`src/rtl/pipeline_hazard_ctrl.sv`:
```
// Central stall/flush sequencer for the 5-stage pipeline: prioritised per-stage
// load enables and bubble flushes, a RUN/DWAIT/HALT tracker and debug counters.
module pipeline_hazard_ctrl #(
    parameter int CNT_W = 32,
    parameter int REG_W = 5
) (
    input  logic             CLK,
    input  logic             nRST,
    input  logic             ihit,
    input  logic             dhit,
    input  logic [REG_W-1:0] fd_rs1,
    input  logic [REG_W-1:0] fd_rs2,
    input  logic             fd_uses_rs1,
    input  logic             fd_uses_rs2,
    input  logic             dx_dREN,
    input  logic [REG_W-1:0] dx_rd,
    input  logic             xm_dREN,
    input  logic             xm_dWEN,
    input  logic             xm_redirect,
    input  logic             mw_halt,
    output logic             pc_en,
    output logic             fd_en,
    output logic             dx_en,
    output logic             xm_en,
    output logic             mw_en,
    output logic             fd_flush,
    output logic             dx_flush,
    output logic             xm_flush,
    output logic             mw_flush,
    output logic             halt,
    output logic [1:0]       state_o,
    output logic [CNT_W-1:0] stall_cnt,
    output logic [CNT_W-1:0] redirect_cnt
);

    localparam logic [1:0]       ST_RUN   = 2'd0;
    localparam logic [1:0]       ST_DWAIT = 2'd1;
    localparam logic [1:0]       ST_HALT  = 2'd2;
    localparam logic [CNT_W-1:0] CNT_ONE  = {{(CNT_W-1){1'b0}}, 1'b1};
    localparam logic [CNT_W-1:0] CNT_MAX  = {CNT_W{1'b1}};

    logic [1:0]       r_state;
    logic [1:0]       w_next_state;
    logic             r_halt;
    logic [CNT_W-1:0] r_stall_cnt;
    logic [CNT_W-1:0] r_redirect_cnt;

    logic w_mem;
    logic w_lu;
    logic w_redirect_take;
    logic w_stall_inc;

    assign w_mem = xm_dREN | xm_dWEN;
    assign w_lu  = dx_dREN && (dx_rd != '0) &&
                   ((fd_uses_rs1 && (fd_rs1 == dx_rd)) ||
                    (fd_uses_rs2 && (fd_rs2 == dx_rd)));

    // State register.
    always_ff @(posedge CLK) begin
        if (!nRST) begin
            r_state <= ST_RUN;
        end else begin
            r_state <= w_next_state;
        end
    end

    // Next-state logic: halt beats everything and is sticky until reset.
    always_comb begin
        w_next_state = r_state;
        if (mw_halt) begin
            w_next_state = ST_HALT;
        end else begin
            case (r_state)
                ST_RUN:   if (w_mem && !dhit) w_next_state = ST_DWAIT;
                ST_DWAIT: if (dhit) w_next_state = ST_RUN;
                ST_HALT:  w_next_state = ST_HALT;
                default:  w_next_state = ST_RUN;
            endcase
        end
    end

    // Enable/flush contract: a latch loads when its *_en is high; when *_flush is
    // also high it loads a bubble instead. Flush is never raised without enable.
    always_comb begin
        pc_en           = 1'b0;
        fd_en           = 1'b0;
        dx_en           = 1'b0;
        xm_en           = 1'b0;
        mw_en           = 1'b0;
        fd_flush        = 1'b0;
        dx_flush        = 1'b0;
        xm_flush        = 1'b0;
        w_redirect_take = 1'b0;
        if (nRST && (r_state != ST_HALT) && !(w_mem && !dhit)) begin
            if (w_mem && !ihit) begin
                // Load data is captured in MEM/WB; EX/MEM gets a bubble so the
                // access is not re-issued while fetch is still stalled.
                xm_en    = 1'b1;
                xm_flush = 1'b1;
                mw_en    = 1'b1;
            end else if (xm_redirect) begin
                w_redirect_take = 1'b1;
                pc_en    = 1'b1;
                fd_en    = 1'b1;
                dx_en    = 1'b1;
                xm_en    = 1'b1;
                mw_en    = 1'b1;
                fd_flush = 1'b1;
                dx_flush = 1'b1;
                xm_flush = 1'b1;
            end else if (w_lu) begin
                dx_en    = 1'b1;
                dx_flush = 1'b1;
                xm_en    = 1'b1;
                mw_en    = 1'b1;
            end else if (!ihit) begin
                fd_en    = 1'b1;
                fd_flush = 1'b1;
                dx_en    = 1'b1;
                xm_en    = 1'b1;
                mw_en    = 1'b1;
            end else begin
                pc_en    = 1'b1;
                fd_en    = 1'b1;
                dx_en    = 1'b1;
                xm_en    = 1'b1;
                mw_en    = 1'b1;
            end
        end
    end

    assign mw_flush    = 1'b0;
    assign w_stall_inc = (r_state != ST_HALT) && !pc_en;

    always_ff @(posedge CLK) begin
        if (!nRST) begin
            r_halt         <= 1'b0;
            r_stall_cnt    <= '0;
            r_redirect_cnt <= '0;
        end else begin
            r_halt <= (w_next_state == ST_HALT);
            if (w_stall_inc && (r_stall_cnt != CNT_MAX)) begin
                r_stall_cnt <= r_stall_cnt + CNT_ONE;
            end
            if (w_redirect_take && (r_redirect_cnt != CNT_MAX)) begin
                r_redirect_cnt <= r_redirect_cnt + CNT_ONE;
            end
        end
    end

    assign halt         = r_halt;
    assign state_o      = r_state;
    assign stall_cnt    = r_stall_cnt;
    assign redirect_cnt = r_redirect_cnt;

endmodule
```
`config.mk`:
```
export PLATFORM = sky130hd
export DESIGN_NAME = pipeline_hazard_ctrl
export DESIGN_NICKNAME = d
export VERILOG_FILES = /design/src/rtl/pipeline_hazard_ctrl.sv
export SDC_FILE = /design/constraint.sdc
export NUM_CORES = 1
export LEC_CHECK = 0
export CAP_MARGIN = 20
export CORE_ASPECT_RATIO = 0.7
export CORE_MARGIN = 5
export CORE_UTILIZATION = 44
export DETAILED_ROUTE_END_ITERATION = 8
export GPL_ROUTABILITY_DRIVEN = 1
export GPL_TIMING_DRIVEN = 0
export MAX_ROUTING_LAYER = met4
export PLACE_DENSITY_LB_ADDON = 0.2
export SLEW_MARGIN = 5
export SYNTH_ARGS = -nofsm -noshare
export SYNTH_HDL_FRONTEND = slang
export SYNTH_SLANG_ARGS = --single-unit
```
`constraint.sdc`:
```
create_clock -name CLK -period 2.3 [get_ports CLK]
set_input_delay 0.46 -clock CLK [delete_from_list [all_inputs] [get_ports CLK]]
set_output_delay 0.46 -clock CLK [all_outputs]
set_load 0.02 [all_outputs]
```
Word-level counts from Yosys, hierarchy flattened
Cells that the tools add are included.

operators by class
  bitwise operators = 1
  add/subtract/negate cells = 2
  multiplexer cells = 30
  equal/unequal tests = 8
  reduce and logical (&&, ||, !) cells = 18

operator list
  cell                   count
  $add 32x1->32 const B  2
  $ne 32x32->1 const B   2
  $mux 1                 26
  $logic_and 1x1->1      11
  $eq 5x5->1             2
  $mux 2                 3
  $pmux 2 s3             1
  $reduce_bool 5->1      1
  $eq 2x2->1 const B     2
  $logic_not 1->1        4
  $eq 2x1->1 const B     1
  $logic_not 2->1        1
  $ne 2x2->1 const B     1
  $logic_or 1x1->1       1
  $or 1x1->1             1

word-level totals
  bits of input ports = 26
  word-level logic and storage cells = 63
  register bits = 67
  output and inout bits = 76

Longest topological paths before layout
  word-level depth = 11
  gate-level depth with buffers = 9

Worst setup path before layout
Ideal clock, no wire load.

  kind = input -> output
  start point = in xm_dWEN
  end point = out dx_flush
  arrival time = 2.109 ns
  required time = 1.840 ns
  setup slack = -0.269 ns
  stages = 5
  path through = nor2_1 -> nor2_1 -> nor3_1 -> o21ai_0 -> a21oi_1

between the ends
  word-level cells in the longest chain between the ends = 5
  elaborated cells on any way between the ends = 7
  classes of those cells = mux (2); bitwise (1); reduce/logical (4)

ends and longest elaborated chain
  item               line  RTL
  start, declared    18    input logic xm_dWEN,
  $or 1x1->1 (*)     53    assign w_mem = xm_dREN | xm_dWEN;
  $logic_and 1x1->1  94    if (nRST && (r_state != ST_HALT) && !(w_mem && !dhit)) begin
  $logic_not 1->1    94
  $logic_and 1x1->1  94
  $mux 1 (*)         94
  end, declared      27    output logic dx_flush,

Every way passes the cells marked *; elsewhere a longest branch is shown, timed or not.

Worst setup path in the final report
  start point = in dx_rd[4]
  end point = out fd_flush

between the ends
  word-level cells in the longest chain between the ends = 8
  elaborated cells on any way between the ends = 12
  classes of those cells = eq/ne (2); mux (4); reduce/logical (6)

ends and longest elaborated chain
  item                                         line    RTL
  start, declared                              16      input logic [REG_W-1:0] dx_rd,
  $eq 5x5->1, on equally long branches         55, 56
  $logic_and 1x1->1, on equally long branches  55, 56
  $logic_or 1x1->1                             55      ((fd_uses_rs1 && (fd_rs1 == dx_rd)) ||
  $logic_and 1x1->1 (*)                        54      assign w_lu = dx_dREN && (dx_rd != '0) &&
  $mux 1 (*)                                   111     end else if (w_lu) begin
  $mux 1 (*)                                   101     end else if (xm_redirect) begin
  $mux 1 (*)                                   95      if (w_mem && !ihit) begin
  $mux 1 (*)                                   94
  end, declared                                26      output logic fd_flush,

Marked as above.

==> results_dict.tcl <==
set metrics [dict create \
    synth_most_common_cell "nor2_1" \
    dp_cells 618 \
    grt_pass1_wl_um 15940 \
    power.leakage_nw 1.992 \
    synth_edf_count 0 \
    synthTopCellsByArea "dfxtp_1 38%, xnor2_1 12%, nor2_1 7.6%, nand3_1 3.9%, nand4_1 3.8%" \
    dr_total_vias 3482 \
    dominantRegCellSynth "dfxtp_1" \
    m1WireLength_um 4708 \
    avgSynthCellArea_um2 8.401 \
    post-synth-top-area-cell "dfxtp_1" \
    ys_seq_area_share_pct 38.29 \
    drt-total-wl_um 10170 \
    skew_ns 0.004036 \
    antenna_found_initial 1 \
    rrSetupSlack_ns 0.07 \
    path_cells "buf_2 > or4_4 > o21ai_4 > nand2b_4 > nand2b_4 > a21oi_2 > buf_6" \
    cts_sinks 67 \
    hold_viol_final 0 \
    synth_common_cells "71 x nor2_1, 67 x dfxtp_1, 47 x xnor2_1" \
    crit_family "simple AND/OR/NAND/NOR gates" \
    p_per_area_mw_per_mm2 522.6 \
    path_class "in2out" \
    h-tree-depth 3 \
    cts-root-buf "clkbuf_16" \
    arrival_ns 1.80 \
    cts_hold_buf 0 \
    fin_crit_ns 2.258 \
    grt_overflow_total 0 \
    grt_pass1_vias 3319 \
    cts_made_buffers 9 \
    maxCapViolations 0 \
    wire_per_inst_um 15.74 \
    core_mm2 0.007804 \
    route.met3.wl_um 732 \
    worstPathRequired_ns 1.84 \
    synthDistinctLibCells 56 \
    rows 27 \
    final_cells 646 \
    setup_violations 0 \
    hp-class "reg2reg" \
    startpoint "dx_rd[4]" \
    grt_max_degree 11 \
    synth_fp_nets 445 \
    num_io_pins 102 \
    area_growth_pct 50.75 \
    syn-cell-area_mm2 0.003503 \
    ctsLongestPathBuffers 2 \
    start_kind "input pin" \
    synth_top_area_share_pct 38.29 \
    clkLatencyLatePin_ns 0.32 \
    worst_path_most_repeated_cell "nand2b_4" \
    hold_start "stall_cnt[8]$_SDFFE_PN0P_" \
    critical_path_buf_inv_count 2 \
    viasPerCell 5.390 \
    timing.hold.ws_ns 0.4920 \
    fmax_ghz 0.4429 \
    clkTransAtPathRegs_ns 0.05 \
    antenna_left 0 \
    worst_pin_slew_ns 0.5622 \
    status "completed" \
    worst_path_max_delay_cell "or4_4" \
    die-area_mm2 0.009875 \
    drcViolationCount 0 \
    cpPeakStageDelay_ns 0.54 \
    routed-wl-met2_um 4611 \
    fin_crit_sh_pct 98.18 \
    die_h_um 84.66 \
    first_iter_violations 236 \
    yosys_warnings 0 \
    place_congestion 0.8639 \
    nFillCells 652 \
    async_flop_share_pct 0 \
    r2r-start "stall_cnt[20]$_SDFFE_PN0P_" \
    power_mw 2.760 \
    final_nets 570 \
    endpoint_kind "primary output" \
    ir_drop_mv 0.3528 \
    track_usage_pct 20.84 \
    dr.pass1.iters 4 \
    top_layer "met4" \
    place.port_buffers 100 \
    dpl.hpwl_um 7454 \
    drive_gt1_share_pct 21.14 \
    ys_seq_elements 67 \
    critPathMaxFanout 4 \
    start_util_pct 44.89 \
    synthCells 417 \
    slew_headroom_pct 62.52 \
    slew_violations 0 \
    die_w_um 116.7 \
    cts_tree "built" \
]
## worst min-delay path: cells and delay by family, from the launching register on
kind,cells,cell delay [ns]
DFF,1,0.34
muxes,1,0.05
and+or+nand+nor,1,0.06
## flip-flops by register name (all words and copies together), names as in the netlist
| signal | cells |
|---|---|
| stall_cnt | 32 |
| halt | 1 |
| state_o | 2 |
| redirect_cnt | 32 |
## where the power goes
group / internal [mW] / switching, mW / total (mW)
logic: 0.125 / 0.157 / 0.282
clock network: 0.814 / 0.473 / 1.29
registers: 1.17 / 0.0165 / 1.19
total: 2.11 / 0.647 / 2.76
## logic make-up (layout without fill, tap and decap cells)
kind of cell | Yosys count | count (layout) | synth area share [%]
AO/OA/AOI/OAI | 36 | 36 | 6.251
XOR/XNOR | 59 | 59 | 14.75
flip-flops | 67 | 67 | 38.29
buffers and inverters | 26 | 153 | 3.714
other | 1 | 2 | 0.1070
AND/OR/NAND/NOR | 222 | 222 | 35.04
adder cells (fa/ha/maj) | 2 | 2 | 0.7142
multiplexers | 4 | 4 | 1.143
## per-stage QoR
stage          setup WS, ns  cell area, um2  TNS [ns]  util, %
6_report            0.04192            5281         0    67.68
5_1_grt            -0.02441            5281  -0.04556    67.68
4_1_cts            0.001406            4974         0    63.73
3_5_place_dp        -0.9204            4636    -31.95    59.40
3_3_place_gp        -0.9143            4636    -29.42    59.40
2_1_floorplan       0.04698            3508         0        -
## placed cells by master (no fill, tap or decap), types with 10 or more instances in the layout
master | synthesis | final
xnor2_1 | 47 | 47
nand2_1 | 27 | 26
nand4_1 | 21 | 21
a21oi_1 | 12 | 10
nor2_1 | 71 | 68
clkdlybuf4s50_1 | 0 | 72
dfxtp_1 | 67 | 57
buf_4 | 6 | 21
nand3_1 | 27 | 26
xor2_1 | 12 | 12
dlymetal6s2s_1 | 0 | 12
dfxtp_2 | 0 | 10
nor3_2 | 1 | 12
## layout make-up
type                       count  area (um2)  share of cell area, %
sequential                    67        1354                  25.63
clock buffer                   9       225.2                  4.264
multi-input combinational    324        2266                  42.90
timing repair buffer         114        1110                  21.01
antenna                        1       2.502                0.04738
inverter                      10       40.04                 0.7581
tap                          101       126.4                  2.393
clock inverter                 4       45.04                 0.8529
buffer                        16       112.6                  2.132
## repair_timing
item	CTS	global route
pin swaps	8	21
buffers inserted	3	11
setup endpoints to repair	49	57
gates resized for setup	63	66
## path summary, 6_finish.rpt
path / cells past startpoint / to
min: 2 / stall_cnt[8]$_SDFFE_PN0P_
max: 7 / fd_flush
max reg2reg: 9 / stall_cnt[19]$_SDFFE_PN0P_
min reg2reg: 2 / stall_cnt[8]$_SDFFE_PN0P_
## metal layers
| layer | track usage, % | vias to the layer above |
|---|---|---|
| met5 | - | - |
| met4 | 6.354 | 0 |
| met3 | 4.899 | 11 |
| met2 | 30.89 | 121 |
| met1 | 28.10 | 1645 |
| li1 | - | 1705 |
No activity file was read; power rests on OpenSTA's default activity.
